### src/rtl/adc_sequencer_if.sv
// adc_sequencer_if
// Sample hand-off port between the ADC frame sequencer and the capture buffer.
// The sequencer drives through the master modport and the capture buffer
// consumes through the slave modport.
// Optional feature macro: ADC_OVERRUN_EN adds the sticky overrun flag and its clear.

interface adc_sequencer_if #(
    parameter int DATA_W = 12
);
    logic [DATA_W-1:0] sample;
    logic              sample_valid;
    logic              sample_ready;
`ifdef ADC_OVERRUN_EN
    logic              overrun;
    logic              overrun_clr;
`endif

    modport master (
        output sample,
        output sample_valid,
        input  sample_ready
`ifdef ADC_OVERRUN_EN
        ,
        output overrun,
        input  overrun_clr
`endif
    );

    modport slave (
        input  sample,
        input  sample_valid,
        output sample_ready
`ifdef ADC_OVERRUN_EN
        ,
        input  overrun,
        output overrun_clr
`endif
    );
endinterface

### src/rtl/adc_sequencer.sv
// adc_sequencer
// Frame controller for the serial ADC front end. It runs one conversion at a
// time in the sclk domain: it drops cs_n for FRAME_LEN cycles, counts the bits
// of the frame, discards the LEAD_ZEROS leading bits and shifts the remaining
// DATA_W bits in MSB first. Each finished word goes to a one-entry valid/ready
// output stage. Between frames cs_n stays high for QUIET_CYCLES cycles.
// Optional feature macro: ADC_OVERRUN_EN
//   defined   : a word completing while the stage is full overwrites it and
//               sets a sticky overrun flag (cleared by overrun_clr, set wins).
//   undefined : such a word is dropped and the stored sample is kept.

module adc_sequencer #(
    parameter int DATA_W       = 12,
    parameter int LEAD_ZEROS   = 4,
    parameter int FRAME_LEN    = 16,
    parameter int QUIET_CYCLES = 2
) (
    input  logic            sclk,
    input  logic            reset_n,
    input  logic            enable,
    input  logic            start,
    input  logic            sdata,
    output logic            cs_n,
    output logic            busy,
    adc_sequencer_if.master smp
);

    // FRAME_LEN must equal DATA_W + LEAD_ZEROS and be at most 32;
    // QUIET_CYCLES must lie in 1..15 so it fits the 4-bit quiet counter.
    localparam int CNT_W = (FRAME_LEN > 1) ? $clog2(FRAME_LEN) : 1;

    localparam logic [CNT_W-1:0] LAST_BIT   = CNT_W'(FRAME_LEN - 1);
    localparam logic [CNT_W-1:0] FIRST_DATA = CNT_W'(LEAD_ZEROS);
    localparam logic [CNT_W-1:0] CNT_ONE    = CNT_W'(1);
    localparam logic [CNT_W-1:0] CNT_ZERO   = CNT_W'(0);
    localparam logic [3:0]       QUIET_LAST = 4'(QUIET_CYCLES - 1);

    typedef enum logic [1:0] {
        ST_IDLE    = 2'd0,
        ST_CONVERT = 2'd1,
        ST_QUIET   = 2'd2
    } state_t;

    state_t            state_r;
    state_t            state_s;
    logic [CNT_W-1:0]  bit_cnt_r;
    logic [CNT_W-1:0]  bit_cnt_s;
    logic [3:0]        quiet_cnt_r;
    logic [3:0]        quiet_cnt_s;

    // Only DATA_W-1 bits need to be stored: the last data bit is taken
    // straight from sdata on the final edge of the frame.
    logic [DATA_W-2:0] shift_r;
    logic [DATA_W-2:0] shift_s;

    logic              word_done_s;
    logic [DATA_W-1:0] word_s;

    logic              cs_n_r;
    logic              busy_r;

    logic [DATA_W-1:0] sample_r;
    logic [DATA_W-1:0] sample_s;
    logic              sample_valid_r;
    logic              sample_valid_s;
    logic              accept_s;
    logic              overrun_evt_s;

    // Next-state logic for the frame FSM, bit counter, quiet counter and shifter.
    always_comb begin
        state_s     = state_r;
        bit_cnt_s   = bit_cnt_r;
        quiet_cnt_s = quiet_cnt_r;
        shift_s     = shift_r;
        word_done_s = 1'b0;
        word_s      = {shift_r, sdata};

        case (state_r)
            ST_IDLE: begin
                bit_cnt_s   = CNT_ZERO;
                quiet_cnt_s = 4'd0;
                if (enable || start) begin
                    state_s = ST_CONVERT;
                end else begin
                    state_s = ST_IDLE;
                end
            end

            ST_CONVERT: begin
                // Leading bits are clocked past without touching the shifter.
                if (bit_cnt_r >= FIRST_DATA) begin
                    shift_s = {shift_r[DATA_W-3:0], sdata};
                end else begin
                    shift_s = shift_r;
                end

                if (bit_cnt_r == LAST_BIT) begin
                    word_done_s = 1'b1;
                    state_s     = ST_QUIET;
                    bit_cnt_s   = CNT_ZERO;
                    quiet_cnt_s = 4'd0;
                end else begin
                    state_s   = ST_CONVERT;
                    bit_cnt_s = bit_cnt_r + CNT_ONE;
                end
            end

            ST_QUIET: begin
                bit_cnt_s = CNT_ZERO;
                // enable is looked at only on the last quiet edge; start is
                // ignored here and never remembered.
                if (quiet_cnt_r == QUIET_LAST) begin
                    quiet_cnt_s = 4'd0;
                    if (enable) begin
                        state_s = ST_CONVERT;
                    end else begin
                        state_s = ST_IDLE;
                    end
                end else begin
                    quiet_cnt_s = quiet_cnt_r + 4'd1;
                    state_s     = ST_QUIET;
                end
            end

            default: begin
                state_s     = ST_IDLE;
                bit_cnt_s   = CNT_ZERO;
                quiet_cnt_s = 4'd0;
            end
        endcase
    end

    // State, counters, shifter and the registered cs_n/busy outputs.
    always_ff @(posedge sclk or negedge reset_n) begin
        if (!reset_n) begin
            state_r     <= ST_IDLE;
            bit_cnt_r   <= CNT_ZERO;
            quiet_cnt_r <= 4'd0;
            shift_r     <= {(DATA_W-1){1'b0}};
            cs_n_r      <= 1'b1;
            busy_r      <= 1'b0;
        end else begin
            state_r     <= state_s;
            bit_cnt_r   <= bit_cnt_s;
            quiet_cnt_r <= quiet_cnt_s;
            shift_r     <= shift_s;
            // Decoded from the next state so both pins come straight off flops.
            cs_n_r      <= (state_s != ST_CONVERT);
            busy_r      <= (state_s != ST_IDLE);
        end
    end

    // Output stage decisions: load a finished word, retire an accepted one.
    always_comb begin
        sample_s       = sample_r;
        sample_valid_s = sample_valid_r;
        accept_s       = sample_valid_r && smp.sample_ready;
        overrun_evt_s  = 1'b0;

        if (word_done_s) begin
            if (!sample_valid_r || accept_s) begin
                sample_s       = word_s;
                sample_valid_s = 1'b1;
            end else begin
                // Stage still full and not being drained: overrun.
                overrun_evt_s  = 1'b1;
                sample_valid_s = 1'b1;
`ifdef ADC_OVERRUN_EN
                sample_s       = word_s;
`else
                sample_s       = sample_r;
`endif
            end
        end else if (accept_s) begin
            sample_valid_s = 1'b0;
        end else begin
            sample_valid_s = sample_valid_r;
        end
    end

    // Output stage registers.
    always_ff @(posedge sclk or negedge reset_n) begin
        if (!reset_n) begin
            sample_r       <= {DATA_W{1'b0}};
            sample_valid_r <= 1'b0;
        end else begin
            sample_r       <= sample_s;
            sample_valid_r <= sample_valid_s;
        end
    end

`ifdef ADC_OVERRUN_EN
    logic overrun_r;

    // Sticky overrun flag; a new overrun on the clearing edge keeps it set.
    always_ff @(posedge sclk or negedge reset_n) begin
        if (!reset_n) begin
            overrun_r <= 1'b0;
        end else if (overrun_evt_s) begin
            overrun_r <= 1'b1;
        end else if (smp.overrun_clr) begin
            overrun_r <= 1'b0;
        end else begin
            overrun_r <= overrun_r;
        end
    end

    assign smp.overrun = overrun_r;
`else
    // Without the flag an overrun simply drops the new word.
    logic unused_overrun_s;
    assign unused_overrun_s = overrun_evt_s;
`endif

    assign cs_n             = cs_n_r;
    assign busy             = busy_r;
    assign smp.sample       = sample_r;
    assign smp.sample_valid = sample_valid_r;

endmodule
### src/flat_wrapper.sv
// flat-port wrapper written by rule: the top's interface ports become plain ports
module adc_sequencer_flat 
#(
    parameter int DATA_W       = 12,
    parameter int LEAD_ZEROS   = 4,
    parameter int FRAME_LEN    = 16,
    parameter int QUIET_CYCLES = 2
)
  (sclk, reset_n, enable, start, sdata, cs_n, busy, smp_sample, smp_sample_valid, smp_sample_ready);
  adc_sequencer_if #(.DATA_W(DATA_W)) smp_i ();
  input  logic sclk;
  input  logic reset_n;
  input  logic enable;
  input  logic start;
  input  logic sdata;
  output logic cs_n;
  output logic busy;
  output wire logic [$bits(smp_i.sample)-1:0] smp_sample;
  output wire logic [$bits(smp_i.sample_valid)-1:0] smp_sample_valid;
  input wire logic [$bits(smp_i.sample_ready)-1:0] smp_sample_ready;
  assign smp_sample = smp_i.sample;
  assign smp_sample_valid = smp_i.sample_valid;
  assign smp_i.sample_ready = smp_sample_ready;
  adc_sequencer #(.DATA_W(DATA_W), .LEAD_ZEROS(LEAD_ZEROS), .FRAME_LEN(FRAME_LEN), .QUIET_CYCLES(QUIET_CYCLES)) u_core (.sclk(sclk), .reset_n(reset_n), .enable(enable), .start(start), .sdata(sdata), .cs_n(cs_n), .busy(busy), .smp(smp_i));
endmodule
### config.mk
export PLATFORM = sky130hd
export DESIGN_NAME = adc_sequencer_flat
export DESIGN_NICKNAME = d
export VERILOG_FILES = /design/src/rtl/adc_sequencer_if.sv /design/src/rtl/adc_sequencer.sv /design/src/flat_wrapper.sv
export SDC_FILE = /design/constraint.sdc
export NUM_CORES = 1
export LEC_CHECK = 0
export ABC_CLOCK_PERIOD_IN_PS = 4600
export CORE_MARGIN = 10
export CORE_UTILIZATION = 45
export DETAILED_ROUTE_END_ITERATION = 16
export GPL_ROUTABILITY_DRIVEN = 0
export GPL_TIMING_DRIVEN = 0
export PLACE_DENSITY = 0.7
export SYNTH_ARGS = -nofsm -noshare
export SYNTH_HDL_FRONTEND = slang
export SYNTH_SLANG_ARGS = --single-unit
### constraint.sdc
create_clock -name sclk -period 4.6 [get_ports sclk]
set_input_delay 0.69 -clock sclk [delete_from_list [all_inputs] [get_ports sclk]]
set_output_delay 0.69 -clock sclk [all_outputs]
set_load 0.02 [all_outputs]
Word level (Yosys, flattened, before mapping)
Cells that the tools add are included.
{"block": "classes", "add_sub_neg": 2, "magnitude_cmp": 1, "n_eq_ne": 6, "muxes": 14, "reduce_logical": 9}
{"cell": "$mux 4", "count": 4}
{"cell": "$add 4x1->4 const B", "count": 2}
{"cell": "$pmux 4 s2", "count": 1}
{"cell": "$mux 1", "count": 6}
{"cell": "$pmux 2 s3", "count": 1}
{"cell": "$eq 4x1->1 const B", "count": 1}
{"cell": "$eq 4x4->1 const B", "count": 1}
{"cell": "$ge 4x3->1 const B", "count": 1}
{"cell": "$mux 2", "count": 2}
{"cell": "$ne 2x1->1 const B", "count": 2}
{"cell": "$reduce_and 2->1", "count": 2}
{"cell": "$reduce_bool 2->1", "count": 2}
{"cell": "$eq 2x1->1 const B", "count": 1}
{"cell": "$eq 2x2->1 const B", "count": 1}
{"cell": "$logic_not 2->1", "count": 1}
{"cell": "$logic_or 1x1->1", "count": 2}
{"cell": "$logic_and 1x1->1", "count": 1}
{"cell": "$logic_not 1->1", "count": 1}
{"block": "word_totals", "regBits": 36, "word_cells": 40}

Longest topological paths before layout
Gate-level depths: netlist of run 1.
{"block": "depth", "ltp_word": 4, "mapped_depth": 5}

Worst setup path before layout of run 1
No wires, ideal clock.
{"block": "synth_timing", "path_kind": "input to register", "startpoint": "input port smp_sample_ready", "endpoint": "register u_core.sample_r[0] (netlist: u_core.smp.sample[0])", "setup_time_ps": 125, "arrival_ps": 1382, "path_slack_ps": 3093, "cell_stages": 4, "n_path_buf": 1, "cell_sequence": "nor2b_1 nor3_4 buf_6 mux2_2"}
{"block": "synth_via", "elab_chain_cells": 3}
{"item": "start: declaration", "line": "flat_wrapper.sv:20", "text": "input wire logic [$bits(smp_i.sample_ready)-1:0] smp_sample_ready;"}
{"item": "$logic_and 1x1->1", "line": "adc_sequencer.sv:157", "text": "accept_s = sample_valid_r && smp.sample_ready;"}
{"item": "$logic_or 1x1->1", "line": "adc_sequencer.sv:161", "text": "if (!sample_valid_r || accept_s) begin"}
{"item": "$reduce_and 2->1 (no line)"}
{"item": "end signal: assignment", "line": "adc_sequencer.sv:184", "text": "sample_r <= {DATA_W{1'b0}};"}
{"item": "end signal: assignment", "line": "adc_sequencer.sv:187", "text": "sample_r <= sample_s;"}
{"item": "end: declaration", "line": "adc_sequencer.sv:62", "text": "logic [DATA_W-1:0] sample_r;"}
Every way passes these cells.
A chain may end at the register's enable or synchronous reset.

Worst setup path in the final report of run 1
{"block": "layout_timing", "startpoint": "register u_core.cs_n_r (netlist: u_core.cs_n)", "endpoint": "output port cs_n"}
{"item": "start: declaration", "line": "adc_sequencer.sv:59", "text": "logic cs_n_r;"}
{"item": "start signal: assignment", "line": "adc_sequencer.sv:148", "text": "cs_n_r <= (state_s != ST_CONVERT);"}
{"item": "end: declaration", "line": "flat_wrapper.sv:16", "text": "output logic cs_n;"}
No word-level cell between the ends.

==> flow_metrics.env, run 1 <==
export IMPL_die_h_um=77.38
export IMPL_synth_most_common_cell="dfrtp_1"
export IMPL_synth_flop_cell="dfrtp_1"
export IMPL_cts_hold_buf=0
export IMPL_slew_headroom=0.4837
export IMPL_vias_per_cell=4.972
export IMPL_clk_pin_slew_ps=110
export IMPL_fin_nets=141
export IMPL_htreeDepth=2
export IMPL_cts_setup_buffers=0
export IMPL_io_pins=21
export IMPL_multi_input_area_um2=545.5
export IMPL_rr_endpoint="u_core.smp.sample[0]$_DFFE_PN0P_"
export IMPL_drive_above_1_share=0.2932
export IMPL_fin_crit_ps=2140
export IMPL_setup_ws_ps=2460
export IMPL_synth_edf_count=0
export IMPL_hp_class="in2async"
export IMPL_yosys_area_share_adder=0.02534
export IMPL_p_leak_uw=0.0007684
export IMPL_postSynthAreaPerCell_um2=14.11
export IMPL_ant_nets=0
export IMPL_fp_dieW_um=77.38
export IMPL_setup_viol=0
export IMPL_vdd_drop_max_mv=0.4364
export IMPL_critPathSlowestCell="clkdlybuf4s50_1"
export IMPL_grt_max_degree=37
export IMPL_die_area_um2=5987
export IMPL_register_area_um2=902.1
export IMPL_cts_resized=0
export IMPL_vias=880
export IMPL_syn2layout_area_growth_pct=23.31
export IMPL_power_density_nw_per_um2=700.6
export IMPL_clockBufferDepth=2
export IMPL_synth_mux_area_frac=0.1748
export IMPL_drt_pre_antenna_iters=2
export IMPL_worst_clock_skew_ps=13.29
export IMPL_ys_warn_count=0
export IMPL_crit_family="buffers and inverters"
export IMPL_path_max_fanout=1
export IMPL_critical_path_arrival_ps=1450
export IMPL_cp_required_ps=3910
export IMPL_netlist_instances=105
export IMPL_crit_type="reg2out"
export IMPL_core_area_um2=3103
export IMPL_dpl_hpwl_um=1820
export IMPL_yosys_top_cells_area="dfrtp_1 59%, mux2_2 17%, ha_1 2.5%, dfstp_2 1.8%, nor2_1 1.5%"
export IMPL_tritoncts="yes"
export IMPL_grt_setup_unrepaired="false"
export IMPL_wl_um=2600
export IMPL_setup_tns_final_ps=0
export IMPL_ys_ff_latch=36
export IMPL_synth_fp_nets=114
export IMPL_crit_buf_inv=1
export IMPL_port_buffers=20
export IMPL_slowest_delay_ps=590
export IMPL_synth_seq_area_share=0.6090
export IMPL_first_global_vias=1004
export IMPL_ys_async_sr_fraction=1.000
export IMPL_worst_slew_pin_slew_ps=774.5
export IMPL_antenna_found_initial=0
export IMPL_insertion_delay_ps=340
export IMPL_synth_top_area_frac=0.5912
export IMPL_cts_num_sinks=36
export IMPL_drc=0
export IMPL_grt_use_total=0.09799
export IMPL_synth_top_family_by_area="multiplexers"
export IMPL_grt_overflow_total=0
export IMPL_reg2reg_from="u_core.bit_cnt_r[0]$_DFF_PN0_"
export IMPL_cp_start_kind="register"
export IMPL_synth_area_leader_cell="dfrtp_1"
export IMPL_grt_pass1_wl_um=4595
export IMPL_synthXorXnorAreaFrac=0.01774
export IMPL_start_util=0.4774
export IMPL_cts_buffers_inserted=5
export IMPL_synth_common_cells="35 x dfrtp_1, 23 x mux2_2, 6 x nor2_1"
export IMPL_rows=20
export IMPL_hold_viol=0
export IMPL_reg2regPathDepth=5
export IMPL_yosysUniqueCellTypes=30
export IMPL_drt_initial_drc_count=57
export IMPL_post_route_period_util=0.4652
export IMPL_slew_violations=0
export IMPL_fmax_mhz=467.3
export IMPL_drv_cap=0
export IMPL_worstSetupEndpointType="primary output"
export IMPL_fill_cells=277
export IMPL_rrSetupSlack_ps=2920
export IMPL_place_ws_ps=2497
export IMPL_synthSimpleGateAreaFrac=0.09544
export IMPL_routedWlPerCell_um=14.69
export IMPL_antenna_cells=0
export IMPL_synth_area_um2=1481
export IMPL_status="completed"
export IMPL_synth_compound_area_frac=0.05490
export IMPL_clock_root_buffer="clkbuf_4"
export IMPL_path_cells="clkdlybuf4s50_1"
==> layout make-up <==
| cell class | count | share of cell area |
|---|---|---|
| Buffer | 2 | 0.01027 |
| Timing Repair Buffer | 20 | 0.1068 |
| Multi-Input combinational cell | 63 | 0.2986 |
| Sequential cell | 36 | 0.4938 |
| Clock inverter | 1 | 0.01644 |
| Tap cell | 44 | 0.03014 |
| Clock buffer | 7 | 0.03562 |
| Inverter | 4 | 0.008219 |
==> layout by cell type, fill, tap and decap left out, types with 3 or more instances in the layout <==
master           instances
ha_1                     3
clkbuf_4                 5
nand3_1                  3
nor2_1                   6
dfrtp_1                 35
mux2_2                  23
clkdlybuf4s50_1         19
inv_1                    4
==> stage by stage <==
| stage | utilization | area (um^2) | total power (uW) | hold WS (ps) | cells |
|---|---|---|---|---|---|
| global placement | 0.5597 | 1737 | 1029 | 447.5 | 169 |
| floorplan | - | 1481 | 849.1 | 394.4 | 105 |
| finish | 0.5887 | 1827 | 1280 | 411.9 | 177 |
| detailed placement | 0.5581 | 1732 | 1048 | 453.5 | 169 |
| global route | 0.5887 | 1827 | 1373 | 452.2 | 177 |
| CTS | 0.5887 | 1827 | 1301 | 426.3 | 177 |
==> routing by layer <==
metal,wire (um),GRT usage,share of wire
met4,69,0.06569,0.027
met2,1320,0.1681,0.51
met5,0,0,0
met3,144,0.03917,0.055
met1,1065,0.09570,0.41
==> power breakdown <==
group | internal, uW | switching, uW | leakage, uW | total [uW]
sequential | 454 | 86.2 | 0.000431 | 540
clock | 144 | 103 | 0.0000515 | 248
combinational | 274 | 218 | 0.000286 | 492
total | 872 | 408 | 0.000768 | 1280
==> worst max path at each step <==
stage                          start                                 to  slack [ps]  cells after the start
6_report       u_core.cs_n$_DFF_PN1_                               cs_n        2460                      1
5_1_grt        u_core.cs_n$_DFF_PN1_                               cs_n        2410                      1
4_1_cts        u_core.cs_n$_DFF_PN1_                               cs_n        2430                      1
3_5_place_dp        smp_sample_ready  u_core.smp.sample[11]$_DFFE_PN0P_        2500                      5
3_3_place_gp                 reset_n      u_core.shift_r[7]$_DFFE_PN0P_        2090                      1
2_1_floorplan       smp_sample_ready   u_core.smp.sample[0]$_DFFE_PN0P_        3090                      4
==> state kept, by name, summed over array words and instances (netlist names) <==
| register | count |
|---|---|
| u_core.state_r | 2 |
| u_core.smp.sample | 12 |
| u_core.shift_r | 11 |
| u_core.bit_cnt_r | 4 |
| u_core.cs_n | 1 |
| u_core.quiet_cnt_r | 4 |
| u_core.busy | 1 |
| u_core.smp.sample_valid | 1 |
==> cells by family (layout without fill, tap and decap cells) <==
family                   after synthesis  in the layout
flip-flops                            36             36
multiplexers                          23             23
AND/OR/NAND/NOR                       22             22
AO/OA/AOI/OAI                         12             12
buffers and inverters                  6             34
adder cells (fa/ha/maj)                3              3
XOR/XNOR                               3              3
(Power assumes the default switching activity.)
==> inputs of run 2 (changes only) <==
ABC_CLOCK_PERIOD_IN_PS = 2150   (was 4600)
clock period = 2.15 ns   (was 4.6 ns; I/O delays follow)
==> results of run 2 <==
Same layout as run 1 (identical final DEF). Status: completed.
Main changes from that run: setup slack after placement 2497 ps -> 414.1 ps; setup slack after layout 2460 ps -> 377.6 ps; hold slack 411.9 ps -> 44.44 ps; register-to-register setup slack 2920 ps -> 470 ps; total power 1280 uW -> 2738 uW; worst IR drop on VDD 0.4364 mV -> 0.9337 mV
==> inputs of run 3 (changes only) <==
ABC_CLOCK_PERIOD_IN_PS = 1750   (was 2150)
clock period = 1.75 ns   (was 2.15 ns; I/O delays follow)
==> run 3 against run 2 <==
Register-to-register slack worse by 340 ps; hold slack better by 470 ps; clock-buffer cell count stayed put; first-iteration DRC count is 11% higher.
==> flow_metrics.env, run 3 (synthesized netlist as in run 1, its figures left out) <==
export IMPL_rows=20
export IMPL_io_pins=21
export IMPL_core_area_um2=3103
export IMPL_clock_root_buffer="clkbuf_4"
export IMPL_cp_required_ps=1980
export IMPL_critical_path_arrival_ps=1860
export IMPL_clk_pin_slew_ps=120
export IMPL_die_area_um2=5987
export IMPL_slowest_delay_ps=430
export IMPL_cp_start_kind="register"
export IMPL_register_area_um2=902.1
export IMPL_fin_nets=144
export IMPL_drv_cap=0
export IMPL_htreeDepth=2
export IMPL_cts_buffers_inserted=5
export IMPL_drt_pre_antenna_iters=4
export IMPL_hold_viol=0
export IMPL_largest_reg_flops=12
export IMPL_port_buffers=20
export IMPL_syn2layout_area_growth_pct=26.52
export IMPL_antenna_found_initial=0
export IMPL_routedWlPerCell_um=14.64
export IMPL_fill_cells=273
export IMPL_whs_ps=512.8
export IMPL_antenna_cells=0
export IMPL_critPathSlowestCell="dfrtp_1"
export IMPL_post_route_period_util=0.9279
export IMPL_worst_slew_pin_slew_ps=781.8
export IMPL_setup_viol=0
export IMPL_path_max_fanout=10
export IMPL_grt_setup_unrepaired="false"
export IMPL_fmax_mhz=615.8
export IMPL_fin_crit_ps=1624
export IMPL_slew_violations=0
export IMPL_worstSetupEndpointType="register"
export IMPL_start_util=0.4774
export IMPL_worst_clock_skew_ps=15.57
export IMPL_drive_above_1_share=0.3088
export IMPL_grt_max_degree=37
export IMPL_drc=0
export IMPL_drt_initial_drc_count=63
export IMPL_grt_pass1_wl_um=4623
export IMPL_clockBufferDepth=2
export IMPL_grt_use_total=0.09847
export IMPL_vias_per_cell=4.944
export IMPL_path_cells="ha_4, nand3_4, nor3_4, buf_6, mux2_2"
export IMPL_vdd_drop_max_mv=1.150
export IMPL_dpl_hpwl_um=1820
export IMPL_slew_headroom=0.4788
export IMPL_die_h_um=77.38
export IMPL_status="completed"
export IMPL_crit_type="reg2reg"
export IMPL_grt_overflow_total=0
export IMPL_multi_input_area_um2=565.5
export IMPL_setup_tns_final_ps=0
export IMPL_layout_commonest_cell="dfrtp_1"
export IMPL_tritoncts="yes"
export IMPL_hp_class="reg2reg"
export IMPL_first_global_vias=1010
export IMPL_p_leak_uw=0.0007992
export IMPL_wl_um=2635
export IMPL_power_density_nw_per_um2=1820
export IMPL_insertion_delay_ps=350
export IMPL_fp_dieW_um=77.38
export IMPL_cts_num_sinks=36
export IMPL_vias=890
export IMPL_ant_nets=0
export IMPL_final_cell_mix="35 x dfrtp_1, 23 x mux2_2, 18 x clkdlybuf4s50_1"
-- run 3: worst paths after layout --
kind,start,to,slack (ps),cells past startpoint
worst min-delay path,u_core.smp.sample[8]$_DFFE_PN0P_,u_core.smp.sample[8]$_DFFE_PN0P_,510,1
worst max register to register,u_core.bit_cnt_r[0]$_DFF_PN0_,u_core.smp.sample[0]$_DFFE_PN0P_,130,5
worst min register to register,u_core.smp.sample[8]$_DFFE_PN0P_,u_core.smp.sample[8]$_DFFE_PN0P_,510,1
max in group asynchronous,reset_n,u_core.state_r[1]$_DFF_PN0_,720,2
worst max-delay path,u_core.bit_cnt_r[0]$_DFF_PN0_,u_core.smp.sample[0]$_DFFE_PN0P_,130,5
min in group asynchronous,reset_n,u_core.smp.sample[11]$_DFFE_PN0P_,530,2
-- run 3: metal layers --
layer	vias up	part of all wire	GRT usage
met5	-	0	0
met4	0	0.026	0.06569
met3	7	0.053	0.03802
met2	20	0.51	0.1697
met1	437	0.41	0.09639
li1	426	-	-
-- run 3: layout make-up --
cell class                 instances  share of cell area
tap                               44             0.02937
inverter                           4            0.008011
sequential                        36              0.4813
clock buffer                       7             0.03471
multi-input combinational         63              0.3017
buffer                             2             0.01001
timing repair buffer              23              0.1188
clock inverter                     1             0.01602
-- run 3: repair_timing --
action | CTS | global route
endpoints found under the hold margin | 6 | 0
setup buffers | 0 | 2
setup endpoints to repair | 0 | 11
hold buffers | 1 | 0
resized for setup | 0 | 4
-- run 3: critical path: cells and delay by family (launching register included) --
family                     cells  cell delay, ps
muxes                          1             350
and+or+nand+nor                2             370
buffers and inverters          1             190
DFF                            1             430
adders and majority gates      1             180
-- run 3: where the power goes --
group,switching (uW),total (uW),internal (uW)
Clock,275,654,379
Combinational,581,1320,741
Sequential,242,1430,1190
Total,1100,3410,2310
-- run 3: per-stage QoR --
step,area (um^2),util,power (uW),worst slack (ps),std cells
final,1874,0.6040,3411,126.1,180
after global routing,1874,0.6040,3659,18.25,180
after CTS,1837,0.5919,3423,10.43,178
after detailed placement,1732,0.5581,2756,74.07,169
after global placement,1737,0.5597,2705,-334.9,169
after floorplan,1481,-,2232,250.3,105
